[config.mk]
export PLATFORM = sky130hd
export DESIGN_NAME = sp_shiftreg_hs
export DESIGN_NICKNAME = d
export VERILOG_FILES = /design/src/rtl/sp_shiftreg_hs.sv
export SDC_FILE = /design/constraint.sdc
export NUM_CORES = 1
export LEC_CHECK = 0
export ABC_AREA = 1
export BUFFER_PORTS_ARGS = -buffer_cell sky130_fd_sc_hd__buf_2
export CORE_MARGIN = 4
export CORE_UTILIZATION = 36
export DETAILED_ROUTE_END_ITERATION = 7
export PLACE_DENSITY = 0.62
export SYNTH_ARGS = -nofsm -noshare
export SYNTH_HDL_FRONTEND = slang
export SYNTH_SLANG_ARGS = --single-unit
[constraint.sdc]
create_clock -name clk -period 2.4 [get_ports clk]
set_clock_uncertainty 0.1 [all_clocks]
set_input_delay 0 -clock clk [delete_from_list [all_inputs] [get_ports clk]]
set_output_delay 0 -clock clk [all_outputs]
set_load 0.02 [all_outputs]
[src/rtl/sp_shiftreg_hs.sv]
// rtl/sp_shiftreg_hs.sv - serial-to-parallel word assembler with ready/valid on both sides
// Packs M chunks of N bits into one word, supports early flush of a partial word and back-pressure.
module sp_shiftreg_hs #(
    parameter int N         = 4,
    parameter int M         = 4,
    parameter int MSB_FIRST = 1
) (
    input  logic                     clk,
    input  logic                     reset,
    input  logic                     clr,
    input  logic                     in_valid,
    output logic                     in_ready,
    input  logic [N-1:0]             sin,
    input  logic                     flush,
    output logic                     out_valid,
    input  logic                     out_ready,
    output logic [M*N-1:0]           q,
    output logic [$clog2(M+1)-1:0]   out_count
);

    localparam int W  = M * N;
    localparam int CW = $clog2(M + 1);

    typedef enum logic {
        FILL = 1'b0,
        FULL = 1'b1
    } state_t;

    state_t          r_state;
    logic [CW-1:0]   r_count;
    logic [W-1:0]    r_q;

    logic            w_accept;
    logic [CW-1:0]   w_fill_count;
    logic [W-1:0]    w_fill_q;
    logic            w_close;

    function automatic logic [W-1:0] shift_in(input logic [W-1:0] base,
                                              input logic [N-1:0] chunk);
        if (MSB_FIRST != 0)
            return {base[W-N-1:0], chunk};
        else
            return {chunk, base[W-1:N]};
    endfunction

    // While a word is held, the only way a chunk gets in is alongside a take.
    assign in_ready  = (r_state == FULL) ? out_ready : 1'b1;
    assign out_valid = (r_state == FULL);
    assign q         = r_q;
    assign out_count = (r_state == FULL) ? r_count : '0;

    always_comb begin
        w_accept     = in_valid && in_ready;
        w_fill_count = r_count + {{(CW-1){1'b0}}, w_accept};
        w_fill_q     = w_accept ? shift_in(r_q, sin) : r_q;
        w_close      = (w_fill_count == CW'(M)) || (flush && (w_fill_count != '0));
    end

    always_ff @(posedge clk or negedge reset) begin
        if (!reset) begin
            r_state <= FILL;
            r_count <= '0;
            r_q     <= '0;
        end else if (clr) begin
            r_state <= FILL;
            r_count <= '0;
            r_q     <= '0;
        end else begin
            case (r_state)
                FILL: begin
                    r_q     <= w_fill_q;
                    r_count <= w_fill_count;
                    if (w_close)
                        r_state <= FULL;
                end
                FULL: begin
                    if (out_ready) begin
                        r_state <= FILL;
                        if (in_valid) begin
                            r_q     <= shift_in('0, sin);
                            r_count <= CW'(1);
                        end else begin
                            r_q     <= '0;
                            r_count <= '0;
                        end
                    end
                end
                default: begin
                    r_state <= FILL;
                    r_count <= '0;
                    r_q     <= '0;
                end
            endcase
        end
    end

endmodule

==> metrics.txt, run 1 <==
vias in the first global route between 800 and 900; CTS clk-pin slew, worst paths roughly 0.12 ns; Routed wire per std cell 10.9 µm; Skew-Pair Late Insertion Delay between 0.2 and 0.3 ns; ratio of cells with drive above 1 in the final layout between 30 and 40%; CTS tree built; Iter 0 DRT Violations 27; gr usage total around an eighth; post-route setup TNS 0 ns; Least-Margin Pin Slew between 0.4 and 0.5 ns; DR vias about 850; Final Hold Viols 0; Crit path largest cell delay 0.55 ns; Worst VDD drop 0.482 mV; crit-path max FO 10; Cell variety after synth 18; Synth Cell Area 0.00101 mm²; grt total ovfl 0; Routed Antenna Nets 0; CP Data Required Time 2.49 ns; H-Tree Depth 1; Critical Path Source Type flop; hpwl dp 1400 µm; Clock Sinks 20; GP Congestion 0.781; ANT cells 0; worst hold path type in2async; syn avg cell area between 9 and 10 µm²; final hold slack 0.0707 ns; P_leak between 0.7 and 0.8 nW; Placement Rows 18; Synthesis Warnings 0; CP max-delay cell dlygate4sd3_1; Final nets approximately 170; port buffer count 30; Max Root-Sink Buffers 2; first-pass GRT wire length between 3000 and 4000 µm; antenna violations before repair 0; number of cells produced by synthesis 111; Yosys reg bits 20; max-slew violations 0; Max-Slew Margin vs Limit between 70% and 80%; Detailed Routing Iterations Pass 1 4; CTS Buf Count 3; largest net degree at the start of global routing 33; crit path DAT approximately 2.3 ns; Crit. End Element flop; Final setup violation count 0; chip width slightly above 60 µm; Ports 31; worst setup path class reg2reg; Synth Net Count 123; clock root cell clkbuf_4; Via density approximately 4.6; WL final between 2000 and 2500 µm; Die H about 61 µm; initial core utilization 39.2%; MaxCap Viol Count 0; Core ar. about 0.0026 mm²; crit path time final 2.23 ns; Syn-to-layout area delta 32.3%; status finished clean; drt drc 0; RSZ-0062 raised after global routing false; die area around 0.0037 mm²; sequential share of the synthesized area 49.3%; power per cell area 828 mW/mm²; CP Cell Sequence a21oi_1 -> ha_1 -> ha_1 -> nor2_1 -> nand3_1 -> nand2_1 -> nand2_1 -> dlygate4sd3_1; f_max about 0.45 GHz; fin crit share ~93%
-- through the flow --
step,util (%),std cells,cell area (µm²),worst slack (ns),power (mW)
2_1_floorplan,-,111,1010,0.749,0.734
3_5_place_dp,44.3,166,1150,0.662,0.807
4_1_cts,51.8,184,1340,0.0929,1.12
5_1_grt,51.8,184,1340,0.0226,1.19
3_3_place_gp,44.3,166,1150,0.718,0.800
6_report,51.8,184,1340,0.168,1.11
-- area by class of cell --
cell class	count	area [µm²]
clock inverter	1	30.0
fill	243	1250
clock buffer	3	22.5
tap	30	37.5
inverter	10	37.5
multi-input combinational	76	423
sequential	20	502
timing repair buffer	44	290
-- flip-flops by register name (all words and copies together), names as in the netlist --
| register | flops |
|---|---|
| out_valid | 1 |
| q | 16 |
| r_count | 3 |
-- cell usage after synthesis --
| cell type | count | area (µm²) |
|---|---|---|
| a21oi_1 | 2 | 10.0 |
| buf_2 | 1 | 5.00 |
| buf_6 | 3 | 33.8 |
| buf_8 | 1 | 15.0 |
| dfrtp_1 | 20 | 500 |
| ha_1 | 2 | 25.0 |
| inv_1 | 9 | 33.8 |
| inv_2 | 1 | 3.75 |
| nand2_1 | 36 | 135 |
| nand2_2 | 5 | 31.3 |
| nand2_4 | 1 | 11.3 |
| nand3_1 | 5 | 25.0 |
| nand3_2 | 1 | 10.0 |
| nor2_1 | 3 | 11.3 |
| nor2_4 | 1 | 11.3 |
| o21ai_0 | 4 | 20.0 |
| o21ai_1 | 2 | 10.0 |
| o21ai_2 | 14 | 123 |
-- metal layers --
metal	up-vias	global-route usage, %	part of all wire [%]
li1	444	-	-
met1	375	16.8	49
met2	25	20.4	45
met3	2	3.77	5.7
met4	0	2.79	0.50
met5	-	0	0
-- worst max-delay path, delay by kind of cell (launching register included) --
kind / cells / cell delay [ns]
adders and majority gates: 2 / 0.41
AOI/OAI and AO/OA: 1 / 0.21
buffers and inverters: 1 / 0.55
and+or+nand+nor: 4 / 0.36
DFF: 1 / 0.50
-- power breakdown --
group          switching, mW  total (mW)  internal [mW]  leakage [nW]
Sequential            0.0596       0.456          0.397         0.270
Clock                  0.103       0.271          0.169        0.0279
Combinational          0.236       0.384          0.148         0.405
-- final timing paths --
check,startpoint,to,slack (ns),depth (start not counted)
worst max-delay path,out_valid$_DFF_PN0_,out_valid$_DFF_PN0_,0.17,8
worst min-delay path,reset,r_count[2]$_DFFE_PN0P_,0.07,2
worst max register to register,out_valid$_DFF_PN0_,out_valid$_DFF_PN0_,0.17,8
worst min register to register,q[12]$_DFFE_PN0P_,q[12]$_DFFE_PN0P_,0.40,2
max in group asynchronous,reset,out_valid$_DFF_PN0_,1.80,2
min in group clk,in_valid,q[12]$_DFFE_PN0P_,0.25,6
-- placed cells by master (no fill, tap or decap) --
cell,count
nand2_1,36
o21ai_1,2
o21ai_0,4
ha_1,2
nor2_4,1
nand3_2,1
nor2_1,3
o21ai_2,14
bufinv_16,1
dfrtp_1,19
clkbuf_4,3
nand2_2,5
inv_2,1
nand3_1,5
dfrtp_2,1
a21oi_1,2
nand2_4,1
dlygate4sd3_1,14
buf_2,30
inv_1,9
-- logic make-up after synthesis --
group / Yosys count / synth area share [%]
and+or+nand+nor: 52 / 23.2
buffers and inverters: 15 / 9.00
AOI/OAI and AO/OA: 22 / 16.0
adders and majority gates: 2 / 2.47
DFF: 20 / 49.3
-- what timing repair did --
action	CTS	global route
endpoints found under the setup margin	0	1
endpoints found under the hold margin	40	0
buffers inserted	0	0
gates resized for setup	0	1
hold buffers	14	0
Note: power is estimated with default switching activity, not from simulation.
==> run 2, diff against run 1 <==
BUFFER_PORTS_ARGS = -buffer_cell sky130_fd_sc_hd__buf_4   (was -buffer_cell sky130_fd_sc_hd__buf_2)
SLEW_MARGIN = 20   (was unset)
==> metrics.txt, run 2 (synthesis results as in run 1) <==
status finished clean; met3 Use GR roughly 4.4%; grt total ovfl 0; # Post-CTS Setup Buffers 0; max-slew violations 0; M2 GR Usage 21.9%; Max Root-Sink Buffers 2; Placement Rows 18; CTS Buf Count 3; Via density around 4.5; antenna violations before repair 0; Die H about 61 µm; fin util a little over half; Crit path largest cell delay roughly 0.55 ns; Fill cells 224; Clock Sinks 20; first-pass GRT wire length around 3600 µm; Iter 0 DRT Violations 36; post-route cell area roughly 0.0014 mm²; f_max around 0.45 GHz; Worst VDD drop ~0.56 mV; Skew-Pair Late Insertion Delay 0.30 ns; Largest register FFs 16; Max-Slew Margin vs Limit 72.4%; setup ws final around 0.20 ns; die area around 0.0037 mm²; vias in the first global route between 800 and 900; M1 GR Usage 15.6%; CTS tree built; Critical Path Source Type flop; ratio of cells with drive above 1 in the final layout a little under two fifths; Placed Area between 0.001 and 0.0015 mm²; Core ar. between 0.002 and 0.003 mm²; MaxCap Viol Count 0; chip width just over 60 µm; CTS clk-pin slew, worst paths between 0.1 and 0.15 ns; most frequent cells in the layout nand2_1, buf_4, dfrtp_1; GP Congestion ~0.8; pre-CTS setup slack a little under 0.7 ns; Final Hold Viols 0; CP max-delay cell dlygate4sd3_1; largest net degree at the start of global routing 33; crit-path max FO 10; RSZ-0062 raised after global routing false; post-route setup TNS 0 ns; DR vias slightly above 800; crit path time final roughly 2.2 ns; Final nets 167; Largest delay share family, worst path buffers and inverters; crit path DAT between 2 and 2.5 ns; CP Cell Sequence a21oi_1 -> ha_1 -> ha_1 -> nor2_1 -> nand3_1 -> nand2_1 -> nand2_1 -> dlygate4sd3_1; worst setup path class reg2reg; Routed wire per std cell 11.3 µm; CP Data Required Time ~2.5 ns; Least-Margin Pin Slew a little over 0.4 ns; gr usage total ~13%; drt drc 0; worst hold path type in2async; commonest non-fill, non-tap cell in the layout nand2_1; final hold slack roughly 0.0021 ns; port buffer count 30; ANT cells 0; Final setup violation count 0; clock root cell clkbuf_4; H-Tree Depth 1; P_leak about 0.71 nW; Crit. End Element flop; initial core utilization a little under 40%; GR peak layer met2; fin crit share between 90% and 100%; Syn-to-layout area delta 39.7%; power per cell area roughly 800 mW/mm²; Routed Antenna Nets 0; Detailed Routing Iterations Pass 1 4; WL final a little over 2000 µm; Worst Path Buf+Inv 1; Ports 31; hpwl dp around 1400 µm
[run 2: report_power, final]
part / internal [mW] / switching, mW
Clock: 0.169 / 0.106
Combinational: 0.181 / 0.237
Sequential: 0.397 / 0.0613
Total: 0.747 / 0.404
[run 2: final timing paths]
| path | start | slack [ns] | cells past startpoint | to |
|---|---|---|---|---|
| min | reset | 0.002 | 2 | q[14]$_DFFE_PN0P_ |
| min in group clk | in_valid | 0.26 | 6 | q[12]$_DFFE_PN0P_ |
| max reg2reg | out_valid$_DFF_PN0_ | 0.20 | 8 | out_valid$_DFF_PN0_ |
| max in group asynchronous | reset | 1.96 | 2 | out_valid$_DFF_PN0_ |
| min reg2reg | q[12]$_DFFE_PN0P_ | 0.40 | 2 | q[12]$_DFFE_PN0P_ |
| max | out_valid$_DFF_PN0_ | 0.20 | 8 | out_valid$_DFF_PN0_ |
[run 2: metrics by stage]
step                      total power, mW  instances
after floorplan                     0.734        111
after global routing                 1.22        184
after detailed placement            0.844        166
after CTS                            1.16        184
final                                1.15        184
after global placement              0.839        166
[run 2: what timing repair did]
action,CTS,global route
hold buffers,14,0
gates resized for setup,0,1
setup endpoints to repair,0,1
endpoints found under the hold margin,40,0
[run 2: area by class of cell]
cell class                 count  area (µm²)  share of cell area, %
multi-input combinational     76         423                   29.8
clock buffer                   3        22.5                   1.59
tap                           30        37.5                   2.65
timing repair buffer          44         365                   25.8
clock inverter                 1        30.0                   2.12
sequential                    20         502                   35.4
inverter                      10        37.5                   2.65
[run 2: metal layers]
metal / routed length [µm] / part of all wire (%)
met1: 982 / 47
met2: 941 / 45
met3: 132 / 6.4
met4: 14 / 0.68
met5: 0 / 0
